`config.mk`:
```
export PLATFORM = sky130hd
export DESIGN_NAME = mux_chan_sel_flat
export DESIGN_NICKNAME = d
export VERILOG_FILES = /design/src/rtl/mux_chan_sel_if.sv /design/src/rtl/mux_chan_sel.sv /design/src/flat_wrapper.sv
export SDC_FILE = /design/constraint.sdc
export NUM_CORES = 1
export LEC_CHECK = 0
export ABC_AREA = 0
export CAP_MARGIN = 40
export CORE_MARGIN = 2
export CORE_UTILIZATION = 35
export CTS_CLUSTER_DIAMETER = 200
export DETAILED_ROUTE_END_ITERATION = 6
export PLACE_DENSITY = 0.95
export SLEW_MARGIN = 0
export SYNTH_ARGS = -nofsm -noshare
export SYNTH_HDL_FRONTEND = slang
export SYNTH_SLANG_ARGS = --single-unit
```
`constraint.sdc`:
```
create_clock -name clk -period 5 [get_ports clk]
set_input_delay 1.5 -clock clk [delete_from_list [all_inputs] [get_ports clk]]
set_output_delay 1.5 -clock clk [all_outputs]
set_load 0.01 [all_outputs]
```
`src/rtl/mux_chan_sel_if.sv`:
```
`default_nettype none
// ============================================================================
//  Module   : mux_chan_sel_if
//  Purpose  : Bundles the channel-side and consumer-side handshake of the
//             N:1 registered channel multiplexer.
//  Modports : slave  - the multiplexer itself (samples channels, drives output)
//             master - the surrounding producers/consumer (drives channels,
//                      select and out_ready)
//  Signals  : in_data   N_CH*DATA_W  channel i at [i*DATA_W +: DATA_W]
//             in_valid  N_CH         per-channel valid
//             in_ready  N_CH         per-channel ready, at most one bit set
//             sel       SEL_W        requested channel
//             sel_load  1            load sel into the select register
//             sel_err   1            one-cycle pulse on out-of-range load
//             out_data  DATA_W       registered selected data
//             out_ch    SEL_W        channel out_data came from
//             out_valid 1            out_data/out_ch valid
//             out_ready 1            consumer accepts on out_valid & out_ready
//  Revision : 1.0 - initial release
// ============================================================================
interface mux_chan_sel_if #(
  parameter int N_CH   = 8,
  parameter int DATA_W = 8
);
  localparam int SEL_W = $clog2(N_CH);

  logic [N_CH*DATA_W-1:0] in_data;
  logic [N_CH-1:0]        in_valid;
  logic [N_CH-1:0]        in_ready;
  logic [SEL_W-1:0]       sel;
  logic                   sel_load;
  logic                   sel_err;
  logic [DATA_W-1:0]      out_data;
  logic [SEL_W-1:0]       out_ch;
  logic                   out_valid;
  logic                   out_ready;

  modport slave (
    input  in_data, in_valid, sel, sel_load, out_ready,
    output in_ready, sel_err, out_data, out_ch, out_valid
  );

  modport master (
    output in_data, in_valid, sel, sel_load, out_ready,
    input  in_ready, sel_err, out_data, out_ch, out_valid
  );
endinterface
`default_nettype wire

```
`src/rtl/mux_chan_sel.sv`:
```
`default_nettype none
// ============================================================================
//  Module   : mux_chan_sel
//  Purpose  : Registered N_CH:1 channel multiplexer with valid/ready flow
//             control, a held select register, a one-deep output register
//             and range checking of select loads.
//  Ports    : clk  - rising-edge clock
//             rst  - synchronous active-high reset
//             bus  - mux_chan_sel_if.slave (channel inputs, select, output)
//  Config   : MUX_SCAN_EN - when defined, the select register advances
//             round-robin after every accepted word (a sel_load in the same
//             cycle takes priority over the advance).
//  Revision : 1.0 - initial release
// ============================================================================
module mux_chan_sel #(
  parameter int N_CH   = 8,
  parameter int DATA_W = 8
) (
  input  wire logic          clk,
  input  wire logic          rst,
  mux_chan_sel_if.slave      bus
);
  localparam int SEL_W = $clog2(N_CH);

  typedef enum logic [0:0] {
    OUT_EMPTY = 1'b0,
    OUT_FULL  = 1'b1
  } state_t;

  state_t              state_q, state_d;
  logic [SEL_W-1:0]    cur_sel_q, cur_sel_d;
  logic [DATA_W-1:0]   out_data_q, out_data_d;
  logic [SEL_W-1:0]    out_ch_q, out_ch_d;
  logic                sel_err_q, sel_err_d;

  logic                can_take;
  logic                accept;
  logic                sel_oor;
  logic [DATA_W-1:0]   sel_data;
  logic [N_CH-1:0]     in_ready;

  // A select value can only exceed the channel range when N_CH is not a
  // power of two; otherwise every encodable value is a real channel.
  if ((1 << SEL_W) == N_CH) begin : g_sel_pow2
    assign sel_oor = 1'b0;
  end else begin : g_sel_npow2
    assign sel_oor = (bus.sel >= SEL_W'(N_CH));
  end

  // The output register can take a word when empty or when it is being
  // popped in this same cycle (full throughput).
  assign can_take = (state_q == OUT_EMPTY) | bus.out_ready;
  assign sel_data = bus.in_data[cur_sel_q*DATA_W +: DATA_W];
  assign accept   = bus.in_valid[cur_sel_q] & can_take & ~rst;

  always_comb begin
    in_ready = '0;
    for (int i = 0; i < N_CH; i++) begin
      in_ready[i] = can_take & ~rst & (cur_sel_q == SEL_W'(i));
    end
  end

  always_comb begin
    state_d    = state_q;
    out_data_d = out_data_q;
    out_ch_d   = out_ch_q;
    cur_sel_d  = cur_sel_q;
    sel_err_d  = bus.sel_load & sel_oor;

    if (accept) begin
      // Uses the select value held before any load in this cycle.
      out_data_d = sel_data;
      out_ch_d   = cur_sel_q;
      state_d    = OUT_FULL;
    end else if ((state_q == OUT_FULL) && bus.out_ready) begin
      state_d    = OUT_EMPTY;
    end

`ifdef MUX_SCAN_EN
    if (accept) begin
      cur_sel_d = (cur_sel_q == SEL_W'(N_CH - 1)) ? '0 : cur_sel_q + SEL_W'(1);
    end
`endif

    // An explicit load overrides any round-robin advance.
    if (bus.sel_load && !sel_oor) begin
      cur_sel_d = bus.sel;
    end
  end

  always_ff @(posedge clk) begin
    if (rst) begin
      state_q    <= OUT_EMPTY;
      cur_sel_q  <= '0;
      out_data_q <= '0;
      out_ch_q   <= '0;
      sel_err_q  <= 1'b0;
    end else begin
      state_q    <= state_d;
      cur_sel_q  <= cur_sel_d;
      out_data_q <= out_data_d;
      out_ch_q   <= out_ch_d;
      sel_err_q  <= sel_err_d;
    end
  end

  assign bus.in_ready  = in_ready;
  assign bus.out_valid = (state_q == OUT_FULL);
  assign bus.out_data  = out_data_q;
  assign bus.out_ch    = out_ch_q;
  assign bus.sel_err   = sel_err_q;

endmodule
`default_nettype wire

```
`src/flat_wrapper.sv`:
```
// flat-port wrapper written by rule: the top's interface ports become plain ports
module mux_chan_sel_flat 
#(
  parameter int N_CH   = 8,
  parameter int DATA_W = 8
)
  (clk, rst, bus_in_data, bus_in_valid, bus_sel, bus_sel_load, bus_out_ready, bus_in_ready, bus_sel_err, bus_out_data, bus_out_ch, bus_out_valid);
  mux_chan_sel_if #(.N_CH(N_CH), .DATA_W(DATA_W)) bus_i ();
  input  wire logic clk;
  input  wire logic rst;
  input wire logic [$bits(bus_i.in_data)-1:0] bus_in_data;
  input wire logic [$bits(bus_i.in_valid)-1:0] bus_in_valid;
  input wire logic [$bits(bus_i.sel)-1:0] bus_sel;
  input wire logic [$bits(bus_i.sel_load)-1:0] bus_sel_load;
  input wire logic [$bits(bus_i.out_ready)-1:0] bus_out_ready;
  output wire logic [$bits(bus_i.in_ready)-1:0] bus_in_ready;
  output wire logic [$bits(bus_i.sel_err)-1:0] bus_sel_err;
  output wire logic [$bits(bus_i.out_data)-1:0] bus_out_data;
  output wire logic [$bits(bus_i.out_ch)-1:0] bus_out_ch;
  output wire logic [$bits(bus_i.out_valid)-1:0] bus_out_valid;
  assign bus_i.in_data = bus_in_data;
  assign bus_i.in_valid = bus_in_valid;
  assign bus_i.sel = bus_sel;
  assign bus_i.sel_load = bus_sel_load;
  assign bus_i.out_ready = bus_out_ready;
  assign bus_in_ready = bus_i.in_ready;
  assign bus_sel_err = bus_i.sel_err;
  assign bus_out_data = bus_i.out_data;
  assign bus_out_ch = bus_i.out_ch;
  assign bus_out_valid = bus_i.out_valid;
  mux_chan_sel #(.N_CH(N_CH), .DATA_W(DATA_W)) u_core (.clk(clk), .rst(rst), .bus(bus_i));
endmodule
```
# Word-level counts from Yosys, hierarchy flattened

Index checks and enable logic that the tools add are counted.

Order comparisons: 1
Equal/unequal tests: 7
Shift-type cells: 1
Multiplexer cells: 4
Bitwise operators: 14
Reductions and logical operators: 3

Operators by type and width:

| operator                                                              | count |
|---|---|
| 64-bit by 7-bit indexed part select with 8-bit output                 | 1 |
| 3-bit equality test, second input constant                            | 4 |
| 1-bit AND                                                             | 11 |
| 3-bit by 2-bit equality test with 1-bit output, second input constant | 2 |
| 3-bit by 4-bit < comparator with 1-bit output, second input constant  | 1 |
| 1-bit binary-select mux with 3-bit select                             | 1 |
| 3-bit by 1-bit equality test with 1-bit output, second input constant | 1 |
| 3-bit logical NOT                                                     | 1 |
| 1-bit 2-to-1 mux                                                      | 3 |
| 1-bit NOT                                                             | 2 |
| 2-bit nonzero test                                                    | 1 |
| 1-bit logical AND                                                     | 1 |
| 1-bit bitwise OR                                                      | 1 |

Register bits: 15
Input port bits: 79
Word-level logic and storage cells: 34

# Longest topological paths before layout

Gate-level depths: netlist of the first run.

Depth in word-level cells: 5
Depth in mapped cells: 7
Gate-level depth less buffers: 4

# Worst setup path after synthesis of the first run

OpenSTA, ideal clock, no wires.

Path kind: input port to output port
From: input port bus_out_ready
To: output port bus_in_ready[4]
Arrival: 2.212 ns
Required time: 3.500 ns
Slack: 1.288 ns
Stages: 4
Cell sequence: nand2b_1 clkbuf_1 nand3_1 nor3_1

Cells in the longest elaborated chain, start to end: 3

Ends and longest elaborated chain:

| element                 | RTL line           | source |
|---|---|---|
| start, declared         | flat_wrapper.sv:15 | `input wire logic [$bits(bus_i.out_ready)-1:0] bus_out_ready;` |
| 1-bit bitwise OR        | mux_chan_sel.sv:52 | `assign can_take = (state_q == OUT_EMPTY) \| bus.out_ready;` |
| 1-bit AND (2 in series) | mux_chan_sel.sv:59 | `in_ready[i] = can_take & ~rst & (cur_sel_q == SEL_W'(i));` |
| end, declared           | flat_wrapper.sv:16 | `output wire logic [$bits(bus_i.in_ready)-1:0] bus_in_ready;` |

Every way passes these cells.

# Worst setup path in the final report of the first run

Ends and elaborated chain as after synthesis.

==> results of run 1 <==
[final timing paths]
path	startpoint	endpoint	slack (ns)	depth (start not counted)
hold / removal	u_core.bus.out_ch[2]	u_core.bus.out_ch[2]	0.46	2
setup reg to reg	u_core.cur_sel_q[1]	u_core.bus.out_data[2]	2.75	5
hold reg to reg	u_core.bus.out_ch[2]	u_core.bus.out_ch[2]	0.46	2
setup / recovery	bus_out_ready	bus_in_ready[4]	0.36	5
[metal layers]
metal	GRT usage, %	vias up
li1	-	660
met3	7.68	4
met4	2.17	0
met2	41.6	68
met5	0	-
met1	21.1	644
[power by group]
group          internal (mW)  switching, mW  total, mW
logic                  0.109         0.0525      0.162
registers              0.128        0.00877      0.137
clock network         0.0297         0.0391     0.0688
[registers in the layout (all words and copies together), names as in the netlist]
signal,cells
u_core.cur_sel_q,3
u_core.bus.out_valid,1
u_core.bus.out_data,8
u_core.bus.out_ch,3
[kinds of logic (layout without fill, tap and decap cells)]
| kind of cell | count (synthesis) | in the layout | synth area share, % |
|---|---|---|---|
| and+or+nand+nor | 41 | 41 | 17.8 |
| muxes | 31 | 31 | 39.7 |
| AOI/OAI and AO/OA | 23 | 23 | 10.5 |
| DFF | 15 | 15 | 24.2 |
| buffers and inverters | 14 | 107 | 7.46 |
| other | 1 | 1 | 0.302 |
[synthesized netlist by cell type, types with 2 or more instances]
| cell type | number | area share (%) |
|---|---|---|
| a21oi_1 | 10 | 4.0 |
| a22oi_1 | 3 | 1.8 |
| buf_2 | 2 | 0.81 |
| buf_4 | 2 | 1.2 |
| buf_6 | 4 | 3.6 |
| clkbuf_1 | 4 | 1.2 |
| dfxtp_1 | 15 | 24 |
| mux2_2 | 6 | 5.4 |
| mux2i_1 | 11 | 8.9 |
| mux4_2 | 14 | 25 |
| nand2_1 | 4 | 1.2 |
| nand2b_1 | 3 | 1.5 |
| nand3_1 | 11 | 4.4 |
| nand4_1 | 2 | 1.0 |
| nor2_1 | 12 | 3.6 |
| nor2b_1 | 2 | 1.0 |
| nor3_1 | 2 | 0.81 |
| o21ai_1 | 8 | 3.2 |
[final cells by class]
class	count	area, sq um
Fill cell	298	1120
Timing Repair Buffer	101	1000
Multi-Input combinational cell	96	848
Sequential cell	15	300
Tap cell	46	57.6
Clock buffer	3	22.5
Inverter	2	7.51
Clock inverter	1	5.00
[stage by stage]
| stage | instance area [sq um] | hold WS [ns] | setup slack [ns] |
|---|---|---|---|
| floorplan | 1240 | 0.474 | 1.29 |
| global placement | 2220 | 0.446 | 0.388 |
| detailed placement | 2220 | 0.446 | 0.353 |
| CTS | 2240 | 0.459 | 0.355 |
| global route | 2240 | 0.486 | 0.212 |
| finish | 2240 | 0.459 | 0.356 |
[worst max-delay path: stages]
cell             delay, ns
clkdlybuf4s50_1       0.44
nand2b_1              0.24
nand3_1               0.20
nor3_1                0.19
clkdlybuf4s50_1       0.56
==> impl.org, run 1 <==
** Timing
- Unrepaired setup endpoints after global routing :: false
- Top achievable clock speed :: 215 MHz
- Setup violations remaining at the end of the flow were counted as 0.
- Headroom to the max-slew limit :: 57.1%
- The number of failing hold endpoints at the final stage was 0.
- Min Tclk post-route :: 4.64 ns
- Number of pins with negative max-slew slack in the final report :: 0
- For the pin with the worst max-slew slack, the measured transition is 0.642 ns.
- For the final database, setup skew stands at 0.00427 ns.
- Sum of negative setup slack :: 0 ns
- Final worst path period share :: 92.9%

** Final layout
- Final instance count without filler cells :: 264
- Synth-to-layout area growth :: 80.8%
- # nets final :: 298
- Most frequent cells in the layout :: clkdlybuf4s50_1 (98), dfxtp_1 (15), mux4_2 (14)
- Most common library cell in the layout ignoring fill and taps :: clkdlybuf4s50_1
- Cells fill 66.7% of the core in the end.
- The post-route netlist has 13.3% of its cells at a drive strength greater than 1.
- 0 antenna diodes ended up in the layout.

** Pwr
- IR analysis of the VDD net gives a maximum drop of 0.155 mV.
- After layout, the design draws a total of 368 uW.
- In this run the static leakage power is 0.787 nW.
- In this run the power density over the cells is 164 nW/um^2.

** Clocking
- The root buffer cell chosen for the clock tree is clkbuf_4.
- Latest clock arrival within the worst-skew pair :: 0.28 ns
- CTS saw 15 sinks.
- CTS built an H-tree with a depth of 1.
- Quantity of hold-fixing buffers added after cts :: 0
- Buffers added to address setup during post-CTS repair amount to 0.
- Number of buffers added by the clock tree synthesis step :: 3
- Cts repair resizes :: 0
- Number of buffers on the longest clock path :: 2
- Clock tree from TritonCTS :: done
- Clk pin slew, worst setup/hold paths :: 0.09 ns

** Floorplan
- Starting utilization of the core area :: 36.9%
- After floorplanning, the core was divided into 21 placement rows.
- Floorplan die area :: 4040 sq um
- The die is 63.6 um tall.
- For this design the top-level I/O count stands at 100.
- The die is 63.6 um wide.
- Core region area :: 3360 sq um

** GRT
- Entering global routing, the biggest net connects 21 pins.
- The number of antenna violations at the first check in global routing came to 0.
- Global routing finished with a remaining overflow of 0.
- The first global-routing pass estimated 6.70 mm of wire.
- The number of global-route vias before repair was 1444.
- Global routing used 20.9% of the available tracks across all layers.

** Setup path
- Critical path required time :: 3.50 ns
- Along the worst path, the maximum fanout reaches 7.
- Data arrives at the worst endpoint at 3.14 ns.
- The worst setup path is launched from an input pin.
- STA classifies the critical path endpoint as an output port.
- The critical path is of the input pin to output port type.

** Yosys
- Yosys warns :: 0
- Primary flip-flop cell chosen by synthesis mapping :: dfxtp_1
- Counting every net in the synthesized netlist gives 204.
- The number of different library cells used by synthesis comes to 28.
- Syn Std Cell Area :: 1240 sq um
- Dividing the synthesized area by the synthesized cell count gives 9.93 sq um.
- Summing the sequential cell areas from Yosys gives 24.2% of the chip area.
- Counting every instance in the synthesized netlist gives 125.
- Yosys mapped a number of flops with a built-in enable equal to 0.
- Counting flops and latches in the post-synthesis netlist gives 15.
- Proportion of register bits with asynchronous set or reset after synthesis :: 0%

** Run status
- Run status :: finished clean

** Detailed routing
- Vias per cell :: 5.21
- Wire length on met3 :: 379 um
- First-pass DRT Iterations :: 4
- Post-route DRC violation count :: 0
- Routed wirelength normalized by instance count :: 15.7 um
- M1 WL :: 1.50 mm
- DR top layer :: met4
- Final routed wirelength across all metal layers :: 4.16 mm
- Violation count after the first detailed-route iteration :: 17
- Once detail routing completed, the nets flagged for antenna violations numbered 0.
- In the detailed route, the total length drawn on met2 is 2.23 mm.
- The routed layout has 1376 vias.

** Placement
- Routability congestion estimate from global placement :: 0.767
- Once detailed placement completed, the half-perimeter wirelength came to 3.47 mm.
- Number of instances in the placed design :: 260
- Port Buffer Count :: 98

** Hold path
- Min-Delay Path Class :: flop to flop

** Job
- Max-cap viol count :: 0
(Power assumes the default switching activity.)
==> run 2: changes to the inputs <==
- CTS_CLUSTER_SIZE: default -> 25
==> results of run 2 <==
Final layout, timing and power as in run 1 (identical DEF).
==> run 3: changes to the inputs <==
- CAP_MARGIN: 40 -> 20
==> results of run 3 <==
Final layout, timing and power as in run 1 (identical DEF).
==> edit (settings of run 1) <==
Build with the macro `MUX_SCAN_EN` defined.
--- a/src/rtl/mux_chan_sel.sv
+++ b/src/rtl/mux_chan_sel.sv
@@ -13,4 +13,6 @@
 //  Revision : 1.0 - initial release
 // ============================================================================
+`define MUX_SCAN_EN
+
 module mux_chan_sel #(
   parameter int N_CH   = 8,
Formal check against the unedited RTL: not equivalent (Yosys sat finds a counterexample within 4 cycles, from zero or initial values and one cycle with rst high).
==> edit against run 1 <==
Sequential cell count did not move. Count of clock-buffer cells in the layout increased by 1. Synthesized area is 17% higher. Register-to-register slack worse by 0.04 ns. Power is 28% higher. Wire length up 11%. Worst setup slack got worse by 0.16 ns. Sequential power is 6% higher. Cell area is 11% higher. Largest cell class is now multi-input combinational cells.
==> edit: results (changes against run 1) <==
GRT
  – Grt met1 use: 24.6% (+3.5 points)
  – Global-route wire length before repair: 7470 um (+12%)
  – Initial antenna violation count: 0 (unchanged)
  – Number of global-route vias before repair: 1648 (+14%)
  – GRT met2 Usage: 39.3% (-2.3 points)
  – Met3 Usage GRT: 5.43% (-2.3 points)
  – Global-route usage over all layers: 21.8% (+0.88 points)
  – Largest net degree at the start of global routing: 19 (-9.5%)

Final layout
  – Count of multi-input combinational gates: 108 (+13%)
  – Fraction of layout cells with a size suffix above 1: 13.6% (+0.31 points)
  – Clkbuf count: 4 (+1)
  – Register Area: 302 um2 (+0.42%)
  – Filler Cells Inserted: 331 (+11%)
  – Non-clock buffer share: 41.3% (-3.4 points)
  – Final net count: 321 (+7.7%)
  – Area taken by multi-input logic gates: 0.00103 mm2 (+22%)
  – Inverters: 5 (+3)
  – Clock buf/inv share: 1.81% (+0.59 points)
  – Number of non-clock buffers: 103 (+2.0%)

Synthesis
  – Netlist cell types: 35 (+25%)
  – Post-synthesis compound-gate area fraction: 18.7% (+8.2 points)
  – Synth Area in Adders: 5.18% (+5.2 points)
  – Post-Syn Nets: 227 (+11%)
  – Synth cell count leaders: 21 x nand2_1, 18 x mux4_2, 15 x dfxtp_1
  – Synth area leaders: mux4_2 28%, dfxtp_1 21%, nand2_1 5.4%, ha_1 5.2%, a311oi_1 4.8%
  – Xor and xnor area share after synthesis: 0% (unchanged)
  – Synth warnings: 0 (unchanged)
  – Register area share after synthesis: 20.7% (-3.5 points)
  – Mux share of post-synthesis cell area: 31.0% (-8.7 points)

Power and ir drop
  – Pwr/cell area: 189 mW/mm2 (+15%)
  – Clock power frac: 21.4% (+2.7 points)
  – Flop+latch power: 145 uW (+6%)
  – Switching share of total power: 30.8% (+3.5 points)
  – Leakage power: 0.933 nW (+19%)
  – Worst vdd ir: 0.0000894 V (-42%)

STA
  – Worst Skew: 0.00499 ns (+0.000716 ns)
  – Worst-Margin Slew: 0.637 ns (-0.00522 ns)

Detailed routing
  – Vias per inst: 5.60 (+7.4%)
  – DRT iter0 DRCs: 55 (+38)
  – Routed len/inst: 16.2 um (+3.2%)

Setup path
  – R2r setup slk: 2.71 ns (-0.04 ns)
  – CP Max Fanout: 11 (+4)
  – Worst setup path end: bus_in_ready[5]
  – Worst reg2reg path endpoint: u_core.cur_sel_q[0]
  – Crit path DAT: 3.30 ns (+0.16 ns)
  – Reg2reg start: u_core.cur_sel_q[0]
  – Worst Setup SP: bus_out_ready

Clock tree
  – Post-CTS Repair Setup Buffers: 0 (unchanged)
  – Clk slew on worst S/H paths: 0.06 ns (-0.03 ns)
  – Insertion delay to the later sink of the worst-skew pair: 0.25 ns (-0.03 ns)
  – Root buffer cell: clkbuf_8

Placement
  – Placer Congestion: 0.801 (+4.4%)
  – Placed wire-length estimate: 3780 um (+8.9%)

Status
  – Outcome: complete, no violations
==> edit: changes by cell type after synthesis, moves of 7 or more <==
cell | before | now
nand2_1 | 4 | 21
nand3_1 | 11 | 2
a31oi_1 | 0 | 9
a311oi_1 | 0 | 8
and3_1 | 0 | 9
nor2_1 | 12 | 2
o21ai_1 | 8 | 1
mux2i_1 | 11 | 3
==> edit: layer usage <==
metal | vias up | wire length (um)
li1 | 752 | -
met1 | 746 | 1690
met2 | 89 | 2390
met3 | 9 | 446
met4 | 0 | 95
met5 | - | 0
==> edit: metrics by stage <==
step                      cell area [um2]  hold WS [ns]  worst slack, ns  instances
after global routing                 2490         0.502            0.123        285
after detailed placement             2440         0.467            0.225        281
final                                2490         0.481            0.197        285
after global placement               2430         0.461            0.287        280
after CTS                            2490         0.478            0.211        285
after floorplan                      1450         0.493             1.21        142
==> edit: worst max-delay path, cell delays in order <==
cell and delay [ns]:
clkdlybuf4s50_1 0.46, nand2b_1 0.22, and2_1 0.37, and3_1 0.21, clkdlybuf4s50_1 0.54
